[config.mk]
export PLATFORM = sky130hd
export DESIGN_NAME = mips_muldiv_seq
export DESIGN_NICKNAME = d
export VERILOG_FILES = /design/src/rtl/mips_pkg.sv /design/src/rtl/mips_muldiv_step.sv /design/src/rtl/mips_muldiv_seq.sv
export SDC_FILE = /design/constraint.sdc
export NUM_CORES = 1
export LEC_CHECK = 0
export CORE_MARGIN = 2
export CORE_UTILIZATION = 46
export CTS_CLUSTER_DIAMETER = 100
export DETAILED_ROUTE_END_ITERATION = 8
export HOLD_SLACK_MARGIN = 0.03
export MAX_ROUTING_LAYER = met4
export PLACE_DENSITY = 0.68
export SLEW_MARGIN = 0
export SYNTH_ARGS = -nofsm -noshare
export SYNTH_HDL_FRONTEND = slang
export SYNTH_SLANG_ARGS = --single-unit
[constraint.sdc]
create_clock -name clk -period 6.5 [get_ports clk]
set_clock_uncertainty 0.15 [all_clocks]
set_input_delay 0.65 -clock clk [delete_from_list [all_inputs] [get_ports clk]]
set_output_delay 0.65 -clock clk [all_outputs]
set_load 0.02 [all_outputs]
[src/rtl/mips_pkg.sv]
// Shared types and constants for the MIPS multiply/divide sequencer.
package mips_pkg;

  localparam int DATA_WIDTH     = 32;
  localparam int MULDIV_LATENCY = DATA_WIDTH + 2;

  typedef enum logic [1:0] {
    OP_MULT  = 2'b00,
    OP_MULTU = 2'b01,
    OP_DIV   = 2'b10,
    OP_DIVU  = 2'b11
  } muldiv_op_e;

  typedef enum logic [1:0] {
    ST_IDLE = 2'b00,
    ST_RUN  = 2'b01,
    ST_FIX  = 2'b10,
    ST_DONE = 2'b11
  } muldiv_state_e;

  // Bit 0 of the opcode marks the unsigned variants.
  function automatic logic op_is_signed(input logic [1:0] op);
    return ~op[0];
  endfunction

  // Bit 1 of the opcode selects the divide path.
  function automatic logic op_is_div(input logic [1:0] op);
    return op[1];
  endfunction

endpackage

[src/rtl/mips_muldiv_step.sv]
// One iteration of unsigned shift-add multiply or restoring shift-subtract divide
// on the {acc,q} register pair.
module mips_muldiv_step #(
  parameter int DATA_WIDTH = 32
) (
  input  logic                  mode_div,
  input  logic [DATA_WIDTH-1:0] acc_in,
  input  logic [DATA_WIDTH-1:0] q_in,
  input  logic [DATA_WIDTH-1:0] operand,
  output logic [DATA_WIDTH-1:0] acc_out,
  output logic [DATA_WIDTH-1:0] q_out
);

  logic [DATA_WIDTH:0] sum;
  logic [DATA_WIDTH:0] rem_sh;
  logic [DATA_WIDTH:0] diff;

  // Multiply: add multiplicand when the multiplier LSB is set, then shift the
  // pair right. Divide: shift left, keep the trial subtraction if it did not borrow.
  always_comb begin
    acc_out = acc_in;
    q_out   = q_in;
    sum     = {1'b0, acc_in} + (q_in[0] ? {1'b0, operand} : '0);
    rem_sh  = {acc_in, q_in[DATA_WIDTH-1]};
    diff    = rem_sh - {1'b0, operand};
    if (mode_div) begin
      if (!diff[DATA_WIDTH]) begin
        acc_out = diff[DATA_WIDTH-1:0];
        q_out   = {q_in[DATA_WIDTH-2:0], 1'b1};
      end else begin
        acc_out = rem_sh[DATA_WIDTH-1:0];
        q_out   = {q_in[DATA_WIDTH-2:0], 1'b0};
      end
    end else begin
      acc_out = sum[DATA_WIDTH:1];
      q_out   = {sum[0], q_in[DATA_WIDTH-1:1]};
    end
  end

endmodule

[src/rtl/mips_muldiv_seq.sv]
// Multi-cycle MULT/MULTU/DIV/DIVU sequencer driving the HI/LO writes.
//
// state | meaning
// IDLE  | waiting for start; outputs hold last result
// RUN   | one multiply/divide iteration per clock, cnt counts down to 0
// FIX   | sign correction of the magnitude result, loaded into hi/lo
// DONE  | done/hi_write/lo_write pulse for one cycle
module mips_muldiv_seq #(
  parameter int DATA_WIDTH = mips_pkg::DATA_WIDTH
) (
  input  logic                  clk,
  input  logic                  rst,
  input  logic                  start,
  input  logic [1:0]            op,
  input  logic [DATA_WIDTH-1:0] rs_val,
  input  logic [DATA_WIDTH-1:0] rt_val,
  input  logic                  flush,
  output logic                  busy,
  output logic                  done,
  output logic                  hi_write,
  output logic                  lo_write,
  output logic [DATA_WIDTH-1:0] hi_out,
  output logic [DATA_WIDTH-1:0] lo_out,
  output logic                  div_by_zero
);
  import mips_pkg::*;

  localparam int                CNT_W    = $clog2(DATA_WIDTH);
  localparam logic [CNT_W-1:0]  CNT_LAST = CNT_W'(DATA_WIDTH - 1);

  muldiv_state_e state_q, state_d;

  logic [CNT_W-1:0]        cnt_q;
  logic                    is_div_q;
  logic                    neg_rs_q;
  logic                    neg_rt_q;
  logic                    rt_zero_q;
  logic                    dbz_q;
  logic [DATA_WIDTH-1:0]   rs_raw_q;
  logic [DATA_WIDTH-1:0]   opnd_q;
  logic [DATA_WIDTH-1:0]   acc_q;
  logic [DATA_WIDTH-1:0]   q_q;
  logic [DATA_WIDTH-1:0]   hi_q;
  logic [DATA_WIDTH-1:0]   lo_q;

  logic                    sgn;
  logic                    accept;
  logic [DATA_WIDTH-1:0]   rs_abs;
  logic [DATA_WIDTH-1:0]   rt_abs;
  logic [DATA_WIDTH-1:0]   acc_step;
  logic [DATA_WIDTH-1:0]   q_step;
  logic [2*DATA_WIDTH-1:0] prod_fix;
  logic [DATA_WIDTH-1:0]   quo_fix;
  logic [DATA_WIDTH-1:0]   rem_fix;
  logic [DATA_WIDTH-1:0]   hi_fix;
  logic [DATA_WIDTH-1:0]   lo_fix;

  assign sgn    = op_is_signed(op);
  assign accept = (state_q == ST_IDLE) && start && !flush;
  assign rs_abs = (sgn && rs_val[DATA_WIDTH-1]) ? -rs_val : rs_val;
  assign rt_abs = (sgn && rt_val[DATA_WIDTH-1]) ? -rt_val : rt_val;

  mips_muldiv_step #(.DATA_WIDTH(DATA_WIDTH)) u_step (
    .mode_div (is_div_q),
    .acc_in   (acc_q),
    .q_in     (q_q),
    .operand  (opnd_q),
    .acc_out  (acc_step),
    .q_out    (q_step)
  );

  // State register.
  always_ff @(posedge clk or posedge rst) begin
    if (rst) state_q <= ST_IDLE;
    else     state_q <= state_d;
  end

  // Next-state logic; flush from any busy state returns straight to IDLE.
  always_comb begin
    state_d = state_q;
    case (state_q)
      ST_IDLE: if (accept) state_d = ST_RUN;
      ST_RUN: begin
        if (flush)              state_d = ST_IDLE;
        else if (cnt_q == '0)   state_d = ST_FIX;
      end
      ST_FIX:  state_d = flush ? ST_IDLE : ST_DONE;
      ST_DONE: state_d = ST_IDLE;
      default: state_d = ST_IDLE;
    endcase
  end

  // Operand capture on launch and one iteration per RUN cycle.
  always_ff @(posedge clk or posedge rst) begin
    if (rst) begin
      cnt_q     <= '0;
      is_div_q  <= 1'b0;
      neg_rs_q  <= 1'b0;
      neg_rt_q  <= 1'b0;
      rt_zero_q <= 1'b0;
      rs_raw_q  <= '0;
      opnd_q    <= '0;
      acc_q     <= '0;
      q_q       <= '0;
    end else if (accept) begin
      cnt_q     <= CNT_LAST;
      is_div_q  <= op_is_div(op);
      neg_rs_q  <= sgn & rs_val[DATA_WIDTH-1];
      neg_rt_q  <= sgn & rt_val[DATA_WIDTH-1];
      rt_zero_q <= (rt_val == '0);
      rs_raw_q  <= rs_val;
      opnd_q    <= op_is_div(op) ? rt_abs : rs_abs;
      acc_q     <= '0;
      q_q       <= op_is_div(op) ? rs_abs : rt_abs;
    end else if (state_q == ST_RUN && !flush) begin
      cnt_q <= cnt_q - 1'b1;
      acc_q <= acc_step;
      q_q   <= q_step;
    end
  end

  // Sign correction; divide-by-zero returns the raw dividend and all-ones quotient.
  always_comb begin
    prod_fix = {acc_q, q_q};
    if (neg_rs_q ^ neg_rt_q) prod_fix = -{acc_q, q_q};
    quo_fix = (neg_rs_q ^ neg_rt_q) ? -q_q : q_q;
    rem_fix = neg_rs_q ? -acc_q : acc_q;
    hi_fix  = prod_fix[2*DATA_WIDTH-1:DATA_WIDTH];
    lo_fix  = prod_fix[DATA_WIDTH-1:0];
    if (is_div_q) begin
      if (rt_zero_q) begin
        hi_fix = rs_raw_q;
        lo_fix = '1;
      end else begin
        hi_fix = rem_fix;
        lo_fix = quo_fix;
      end
    end
  end

  // Result registers load only on the FIX->DONE transition.
  always_ff @(posedge clk or posedge rst) begin
    if (rst) begin
      hi_q  <= '0;
      lo_q  <= '0;
      dbz_q <= 1'b0;
    end else if (state_q == ST_FIX && !flush) begin
      hi_q  <= hi_fix;
      lo_q  <= lo_fix;
      dbz_q <= is_div_q & rt_zero_q;
    end
  end

  assign busy        = (state_q != ST_IDLE);
  assign done        = (state_q == ST_DONE);
  assign hi_write    = done;
  assign lo_write    = done;
  assign hi_out      = hi_q;
  assign lo_out      = lo_q;
  assign div_by_zero = done & dbz_q;

endmodule
# After elaboration in Yosys (flattened, before gate mapping)
# Cells that the tools add are included.
[word_totals]
in_bits = 70
register_bits = 204
output_inout_bits = 69
wordCells = 72
[classes]
muxes = 27
reduce_logical = 13
n_addsub = 8
n_eq_ne = 5
n_bitwise = 6
[op_table]
columns = ["op", "n"]
rows = [
  ["$mux 32", 18],
  ["$neg 32->32", 4],
  ["$mux 64", 1],
  ["$neg 64->64", 1],
  ["$add 32x33->33", 1],
  ["$sub 33x32->33", 1],
  ["$logic_not 32->1", 1],
  ["$mux 5", 2],
  ["$mux 2", 4],
  ["$pmux 2 s4", 1],
  ["$logic_and 1x1->1", 6],
  ["$logic_not 5->1", 1],
  ["$sub 5x1->5 const B", 1],
  ["$and 1x1->1", 4],
  ["$eq 2x2->1 const B", 2],
  ["$reduce_bool 2->1", 2],
  ["$ne 3x3->1 const B", 1],
  ["$eq 2x1->1 const B", 1],
  ["$logic_not 2->1", 1],
  ["$ne 2x2->1 const B", 1],
  ["$reduce_and 2->1", 1],
  ["$logic_not 1->1", 1],
  ["$mux 1", 1],
  ["$not 1->1", 1],
  ["$xor 1x1->1", 1],
]

# Depth between registers and ports, before layout
# Gate-level depths: netlist of run 1.
[depth]
ltp_word = 5
mapped_depth = 14
ltp_nobuf = 13

# Cells and area by module
# A second synthesis of run 1 with hierarchy kept.
[hier_totals]
hier_cells = 2198
hier_area_um2 = 17405.4
[by_module_without_submodules]
columns = ["mod", "instances", "cells_each", "area_each_um2", "seq_area_each_um2"]
rows = [
  ["mips_muldiv_seq", 1, 1535, 12814.8, 5104.9],
  ["mips_muldiv_step", 1, 663, 4590.7, 0.0],
]

# Least setup slack after synthesis of run 1
# Ideal clock, no wire load.
[synth_path]
path_type = "register -> register"
from = "register q_q[0]"
to = "register acc_q[30]"
arrival_time_ns = 3.326
slack_ns = 2.886
stages_incl_launch_ff = 14
path_buffers = 1
synth_period_minus_slack_ns = 3.614
required_ns = 6.211
setup_ns = 0.139
cell_sequence = "dfrtp_1 inv_1 clkbuf_1 nor2_1 ha_1 and3_1 a221o_1 a31o_2 nor4b_1 a22oi_1 a221o_1 a221oi_1 xor2_1 o221ai_1"
[synth_via]
elab_chain_len = 5
[synth_rtl]
columns = ["item", "line_no", "rtl"]
rows = [
  ["start: declaration", "mips_muldiv_seq.sv:42", "logic [DATA_WIDTH-1:0] q_q;"],
  ["start signal: assignment", "mips_muldiv_seq.sv:114", "q_q <= op_is_div(op) ? rs_abs : rt_abs;"],
  ["start signal: assignment", "mips_muldiv_seq.sv:118", "q_q <= q_step;"],
  ["$mux 32", "mips_muldiv_step.sv:23", "sum = {1'b0, acc_in} + (q_in[0] ? {1'b0, operand} : '0);"],
  ["$add 32x33->33", "mips_muldiv_step.sv:23", ""],
  ["$mux 32", "mips_muldiv_step.sv:26", "if (mode_div) begin"],
  ["$mux 32", "mips_muldiv_seq.sv:115", "end else if (state_q == ST_RUN && !flush) begin"],
  ["$mux 32", "mips_muldiv_seq.sv:105", "end else if (accept) begin"],
  ["end signal: assignment", "mips_muldiv_seq.sv:117", "acc_q <= acc_step;"],
  ["end: declaration", "mips_muldiv_seq.sv:41", "logic [DATA_WIDTH-1:0] acc_q;"],
]
# No other way between the ends. The select of a mux whose other input is x is not followed.
# A chain may end at the register's enable or synchronous reset.

# Worst setup path after layout of run 1
[layout_path]
from = "register q_q[0]"
to = "register acc_q[29]"
# The elaborated chain is that of the path after synthesis.

==> results of run 1 <==
[layer usage]
layer  wire length (µm)  global-route usage [%]  vias to the layer above  part of all wire, %
li1                   -                       -                     7663                    -
met1              26000                    44.7                     7893                   44
met2              26500                    48.3                      822                   45
met3               5160                    3.43                       90                  8.7
met4               1810                    8.47                        0                  3.0
met5                  0                       -                        -                    0
[cells in the mapped netlist, types with 16 or more instances]
cell | n | area [µm²]
nand2_1 | 320 | 1200
nor2_1 | 208 | 781
o21ai_0 | 208 | 1040
dfrtp_1 | 204 | 5100
a21oi_1 | 188 | 941
clkbuf_1 | 133 | 499
xnor2_1 | 115 | 1010
xor2_1 | 80 | 701
ha_1 | 70 | 876
inv_1 | 68 | 255
mux2i_1 | 67 | 671
o211ai_1 | 48 | 360
nor3_1 | 41 | 205
a21o_1 | 28 | 210
nand3_1 | 26 | 130
nor4_1 | 22 | 138
o31ai_1 | 22 | 165
nand2b_1 | 19 | 119
o21a_1 | 18 | 135
nor2b_1 | 16 | 100
or4_1 | 16 | 120
[worst register-to-register path, stage by stage, from the launching register on]
cell	delay, ns
dfrtp_1	0.45
inv_1	0.88
nor2_1	0.17
ha_1	0.42
and3_1	0.19
a221o_1	0.36
nor3_1	0.19
a211oi_1	0.13
or4_1	0.52
a211oi_1	0.43
nor2_1	0.14
o311ai_0	0.37
a22oi_1	0.12
[area by class of cell]
class                           instances  share of cell area (%)
Clock inverter                         17                   0.961
Timing Repair Buffer                  157                    7.99
Inverter                               68                    1.38
Clock buffer                           28                    3.51
Multi-Input combinational cell       1730                    56.2
Tap cell                              461                    3.04
Sequential cell                       204                    26.9
[flip-flops by register name (all words and copies together), names as in the netlist]
signal / flops
lo_out: 32
q_q: 32
dbz_q: 1
opnd_q: 32
rs_raw_q: 32
is_div_q: 1
state_q: 2
rt_zero_q: 1
acc_q: 32
neg_rs_q: 1
cnt_q: 5
hi_out: 32
neg_rt_q: 1
[how the worst max path moves through the flow]
stage | startpoint | end | slack [ns] | cells past startpoint
after global routing | q_q[0] | acc_q[30] | 1.56 | 12
after global placement | q_q[0] | acc_q[29] | 2.17 | 12
after detailed placement | q_q[0] | acc_q[29] | 2.01 | 12
after CTS | q_q[0] | acc_q[29] | 1.98 | 12
after floorplan | rst | acc_q[0] | 0.13 | 1
final | q_q[0] | acc_q[29] | 1.85 | 12
[power by group]
group | total (mW) | switching (mW) | internal, mW
clock | 1.48 | 0.615 | 0.862
sequential | 2.00 | 0.494 | 1.50
combinational | 3.24 | 1.93 | 1.31
[cells by family (layout without fill, tap and decap cells)]
group | after synthesis | in the layout | synth area share, %
fa+ha+maj | 72 | 72 | 5.52
flops | 204 | 204 | 30.7
buf+inv | 220 | 270 | 5.14
xor+xnor | 195 | 195 | 10.3
compound gates | 646 | 646 | 23.8
simple gates | 749 | 749 | 20.4
mux | 68 | 68 | 4.11
[metrics by stage]
stage                     utilization (%)  instances  setup slack, ns  cell area (µm²)
after floorplan                         -       2154            0.133            16600
after global placement               51.0       2620             2.17            18200
after detailed placement             51.0       2620             2.01            18200
after CTS                            53.4       2665             1.98            19000
after global routing                 53.4       2665             1.56            19000
final                                53.4       2665             1.85            19000
==> flow_summary.json, run 1 <==
{
  "status": "completed",
  "final_cell_mix": "320 x nand2_1, 208 x o21ai_0, 206 x nor2_1",
  "ir_drop_mv": 0.221,
  "design_power_total_mw": 6.72,
  "fin_crit_sh_pct": 71.6,
  "nets": 2328,
  "synth_edf_count": 0,
  "reg2reg_to": "acc_q[29]",
  "slew-limit-headroom_pct": 21.3,
  "rsz0062_at_grt": "no",
  "ant_nets": 0,
  "design.core.area_um2": 35600,
  "fillers": 3392,
  "holdPathEnd": "opnd_q[31]",
  "grt_pass1_vias": 15500,
  "first_pass_iters": 5,
  "drt_iter0_markers": 1825,
  "die_w_um": 194,
  "slowest_stage": "inv_1",
  "powerDensity_nw_per_um2": 353,
  "ys.flop_type": "dfrtp_1",
  "antenna_found_initial": 0,
  "mostFrequentLayoutCell": "nand2_1",
  "regArea_um2": 5110,
  "clk_latency_ns": 0.54,
  "numCtsBuffers": 25,
  "start_util_pct": 46.7,
  "overflow": 0,
  "r2r-start": "q_q[0]",
  "grt_max_degree": 117,
  "hold_viol": 0,
  "multi_input_area_um2": 10700,
  "vias_per_cell": 6.18,
  "tns_ns": 0,
  "num_rows": 69,
  "yosysWarnings": 0,
  "ys_types": 70,
  "max_stage_delay_ns": 0.87,
  "tightest_slew_ns": 1.18,
  "cts-hold-fix-buffers": 0,
  "max_freq_mhz": 215,
  "crit_path_end_kind": "register",
  "drc": 0,
  "leakage_nw": 8.06,
  "fin_hold_ws_ns": 0.328,
  "gp_congestion": 0.980,
  "drive_above_1_share_pct": 4.49,
  "crit_chain": "inv_1, nor2_1, ha_1, and3_1, a221o_1, nor3_1, a211oi_1, or4_1, a211oi_1, nor2_1, o311ai_0, a22oi_1",
  "grt_usage_pct": 31.6,
  "cp.required_ns": 6.75,
  "cts_resized": 0,
  "ctsHtreeMaxLevel": 1,
  "critical_path_class": "register to register",
  "maxCapViolations": 0,
  "hp-class": "register to register",
  "finalWirelength_um": 59400,
  "io_buffer_count": 138,
  "syn_inst": 2154,
  "pin_count": 139,
  "cp-start-kind": "register",
  "cts_num_sinks": 204,
  "period_minus_slack_ns": 4.65,
  "clk_pin_slew_ns": 0.07,
  "reg2reg_slack_ns": 1.85,
  "grt_pass1_wl_um": 91900,
  "syn-num-nets": 2296,
  "drv_slew": 0,
  "syn2layout_area_growth_pct": 14.4,
  "cts_root_buf": "clkbuf_16",
  "syn_area_um2": 16600,
  "reg2regPathDepth": 12,
  "yosys_register_bits": 204,
  "crit_buf_inv": 1,
  "die_y_um": 194,
  "yosysSeqAreaShare_pct": 30.7,
  "dp_hpwl_um": 43700,
  "ctsLongestPathBuffers": 3,
  "crit_path_max_fanout": 32,
  "cts_tree": "done",
  "cp.arrival_ns": 4.90,
  "setup_violations": 0,
  "vias": 16500,
  "path_delay_family": "compound AO/OA/AOI/OAI gates",
  "avgRoutedWirePerCell_um": 22.3,
  "die-area_um2": 37600,
  "n_antenna_cell": 0,
  "min_from": "opnd_q[31]",
  "ys_async_sr_fraction_pct": 100,
  "hold-path-cell-count": 2,
  "avgSynthCellArea_um2": 7.71,
  "post_cts_buffers": 0
}
Note: power is estimated with default switching activity, not from simulation.
==> run 2: changes to the inputs <==
--- a/config.mk
+++ b/config.mk
@@ -11,7 +11,7 @@
 export DETAILED_ROUTE_END_ITERATION = 8
 export HOLD_SLACK_MARGIN = 0.03
 export MAX_ROUTING_LAYER = met4
-export PLACE_DENSITY = 0.68
+export PLACE_DENSITY = 0.66
 export SLEW_MARGIN = 0
 export SYNTH_ARGS = -nofsm -noshare
 export SYNTH_HDL_FRONTEND = slang
==> constraint.sdc (replaced) <==
create_clock -name clk -period 4.8 [get_ports clk]
set_clock_uncertainty 0.15 [all_clocks]
set_input_delay 0.48 -clock clk [delete_from_list [all_inputs] [get_ports clk]]
set_output_delay 0.48 -clock clk [all_outputs]
set_load 0.02 [all_outputs]
==> run 2 against run 1 <==
Compared with the run above: clock-buffer cell count rose by 5; worst hold slack worse by 0.25 ns; critical path depth stayed put; sequential share of layout area shrank 0.29 points; non-clock buffer count up 28; wire length rose by 1.3%; register-to-register slack got worse by 1.3 ns; power rose by 36%; sequential power is 26% higher; critical path type unchanged; largest power group unchanged.
==> flow_summary.json, run 2 (synthesis results as in run 1) <==
{
  "status": "completed",
  "die_y_um": 194,
  "design.core.area_um2": 35600,
  "grt_usage_pct": 32.2,
  "pre_cts_ws_ns": 0.596,
  "maxCapViolations": 0,
  "grt_pass1_wl_um": 92900,
  "vias_per_cell": 6.18,
  "ctsHtreeMaxLevel": 1,
  "critical_path_class": "register to register",
  "drv_slew": 0,
  "maxUsedRoutingLayer": "met4",
  "sw_frac_of_total_pct": 44.7,
  "tightest_slew_ns": 1.24,
  "power_switching_mw": 4.08,
  "drive_above_1_share_pct": 5.29,
  "gp_congestion": 0.960,
  "clkPwrFrac_pct": 21.2,
  "max_stage_delay_ns": 0.72,
  "dp_hpwl_um": 44800,
  "post_cts_buffers": 0,
  "cts_num_sinks": 204,
  "cp.depth": 12,
  "power.internal_mw": 5.05,
  "leakage_nw": 8.17,
  "avgRoutedWirePerCell_um": 22.4,
  "slowest_stage": "or4b_2",
  "tns_ns": 0,
  "drc": 0,
  "setup_violations": 0,
  "cts_root_buf": "clkbuf_16",
  "syn2layout_area_growth_pct": 15.7,
  "period_minus_slack_ns": 4.27,
  "clk_pin_slew_ns": 0.07,
  "cts-hold-fix-buffers": 0,
  "regArea_um2": 5110,
  "vias": 16600,
  "powerDensity_nw_per_um2": 475,
  "p_comb_share_pct": 51.3,
  "crit_buf_inv": 2,
  "die-area_um2": 37600,
  "grt_pass1_vias": 15700,
  "antenna_found_initial": 1,
  "cp-start-kind": "register",
  "wl_met1_um": 26600,
  "clk_latency_ns": 0.53,
  "cp.arrival_ns": 4.55,
  "hold_viol": 0,
  "pin_count": 139,
  "die_w_um": 194,
  "io_buffer_count": 138,
  "hp-class": "input pin to asynchronous set/reset pin",
  "layout_setup_ws_ns": 0.526,
  "fin_crit_sh_pct": 89.0,
  "crit_path_end_kind": "register",
  "overflow": 0,
  "num_rows": 69,
  "met3_wirelength_um": 4680,
  "ctsLongestPathBuffers": 3,
  "fillers": 3414,
  "path_delay_family": "simple AND/OR/NAND/NOR gates",
  "wl_met2_um": 26900,
  "ant_nets": 0,
  "seq_power_share_pct": 27.5,
  "mostFrequentLayoutCell": "nand2_1",
  "final_cell_mix": "320 x nand2_1, 208 x o21ai_0, 206 x nor2_1",
  "cts_resized": 0,
  "nets": 2356,
  "finalWirelength_um": 60100,
  "reg2regPathDepth": 12,
  "rsz0062_at_grt": "no",
  "numCtsBuffers": 25,
  "slew-limit-headroom_pct": 16.9,
  "cp.required_ns": 5.08,
  "first_pass_iters": 5,
  "ir_drop_mv": 0.327,
  "multi_input_area_um2": 10700,
  "drt_iter0_markers": 1681,
  "grt_max_degree": 105,
  "crit_chain": "inv_1, nor2_1, ha_1, nand3_1, o21bai_1, nor4_1, buf_4, or4b_2, a22oi_1, nor3_1, or3_1, a32o_1",
  "cts_tree": "done",
  "max_freq_mhz": 234,
  "start_util_pct": 46.7,
  "crit_path_max_fanout": 15
}
run 2: changes by cell type in the layout (fill, tap and decap cells not counted), moves of 3 or more:
cell,before,now
buf_4,19,44
inv_6,3,0
buf_12,0,3
clkinv_2,7,2
clkbuf_1,0,6
run 2: path summary, 6_finish.rpt:
kind	startpoint	to	slack [ns]
max	q_q[0]	acc_q[22]	0.53
min	rst	rs_raw_q[11]	0.07
max reg2reg	q_q[0]	acc_q[22]	0.53
min reg2reg	rs_raw_q[17]	rs_raw_q[17]	0.32
max in group asynchronous	rst	acc_q[20]	3.34
min in group clk	rs_raw_q[17]	rs_raw_q[17]	0.32
run 2: power by group through the flow:
| stage | clock (mW) | combinational, mW | sequential, mW |
|---|---|---|---|
| floorplan | 0 | 3.31 | 2.36 |
| global placement | 0 | 4.52 | 2.51 |
| detailed placement | 0 | 4.57 | 2.53 |
| CTS | 1.96 | 4.60 | 2.50 |
| global route | 2.02 | 5.12 | 2.55 |
| finish | 1.94 | 4.68 | 2.51 |
run 2: stage by stage:
step	std cells	util, %	cell area (µm²)	total power [mW]	hold WS, ns
floorplan	2154	-	16600	5.68	0.290
global placement	2648	51.7	18400	7.03	0.305
detailed placement	2648	51.7	18400	7.10	0.310
CTS	2690	54.0	19200	9.05	0.0685
global route	2691	54.0	19200	9.69	0.116
finish	2691	54.0	19200	9.13	0.0735
run 2: layer usage:
metal | vias to the layer above | track usage [%]
met4 | 0 | 9.46
li1 | 7728 | -
met5 | - | -
met2 | 754 | 48.9
met3 | 110 | 4.64
met1 | 8026 | 44.6
run 2: cell type report:
| cell class | count | share of cell area (%) |
|---|---|---|
| multi-input combinational | 1730 | 55.6 |
| sequential | 204 | 26.6 |
| timing repair buffer | 185 | 9.20 |
| clock buffer | 33 | 3.52 |
| tap | 461 | 3.00 |
| inverter | 68 | 1.35 |
| clock inverter | 9 | 0.684 |
| antenna | 1 | 0.0130 |
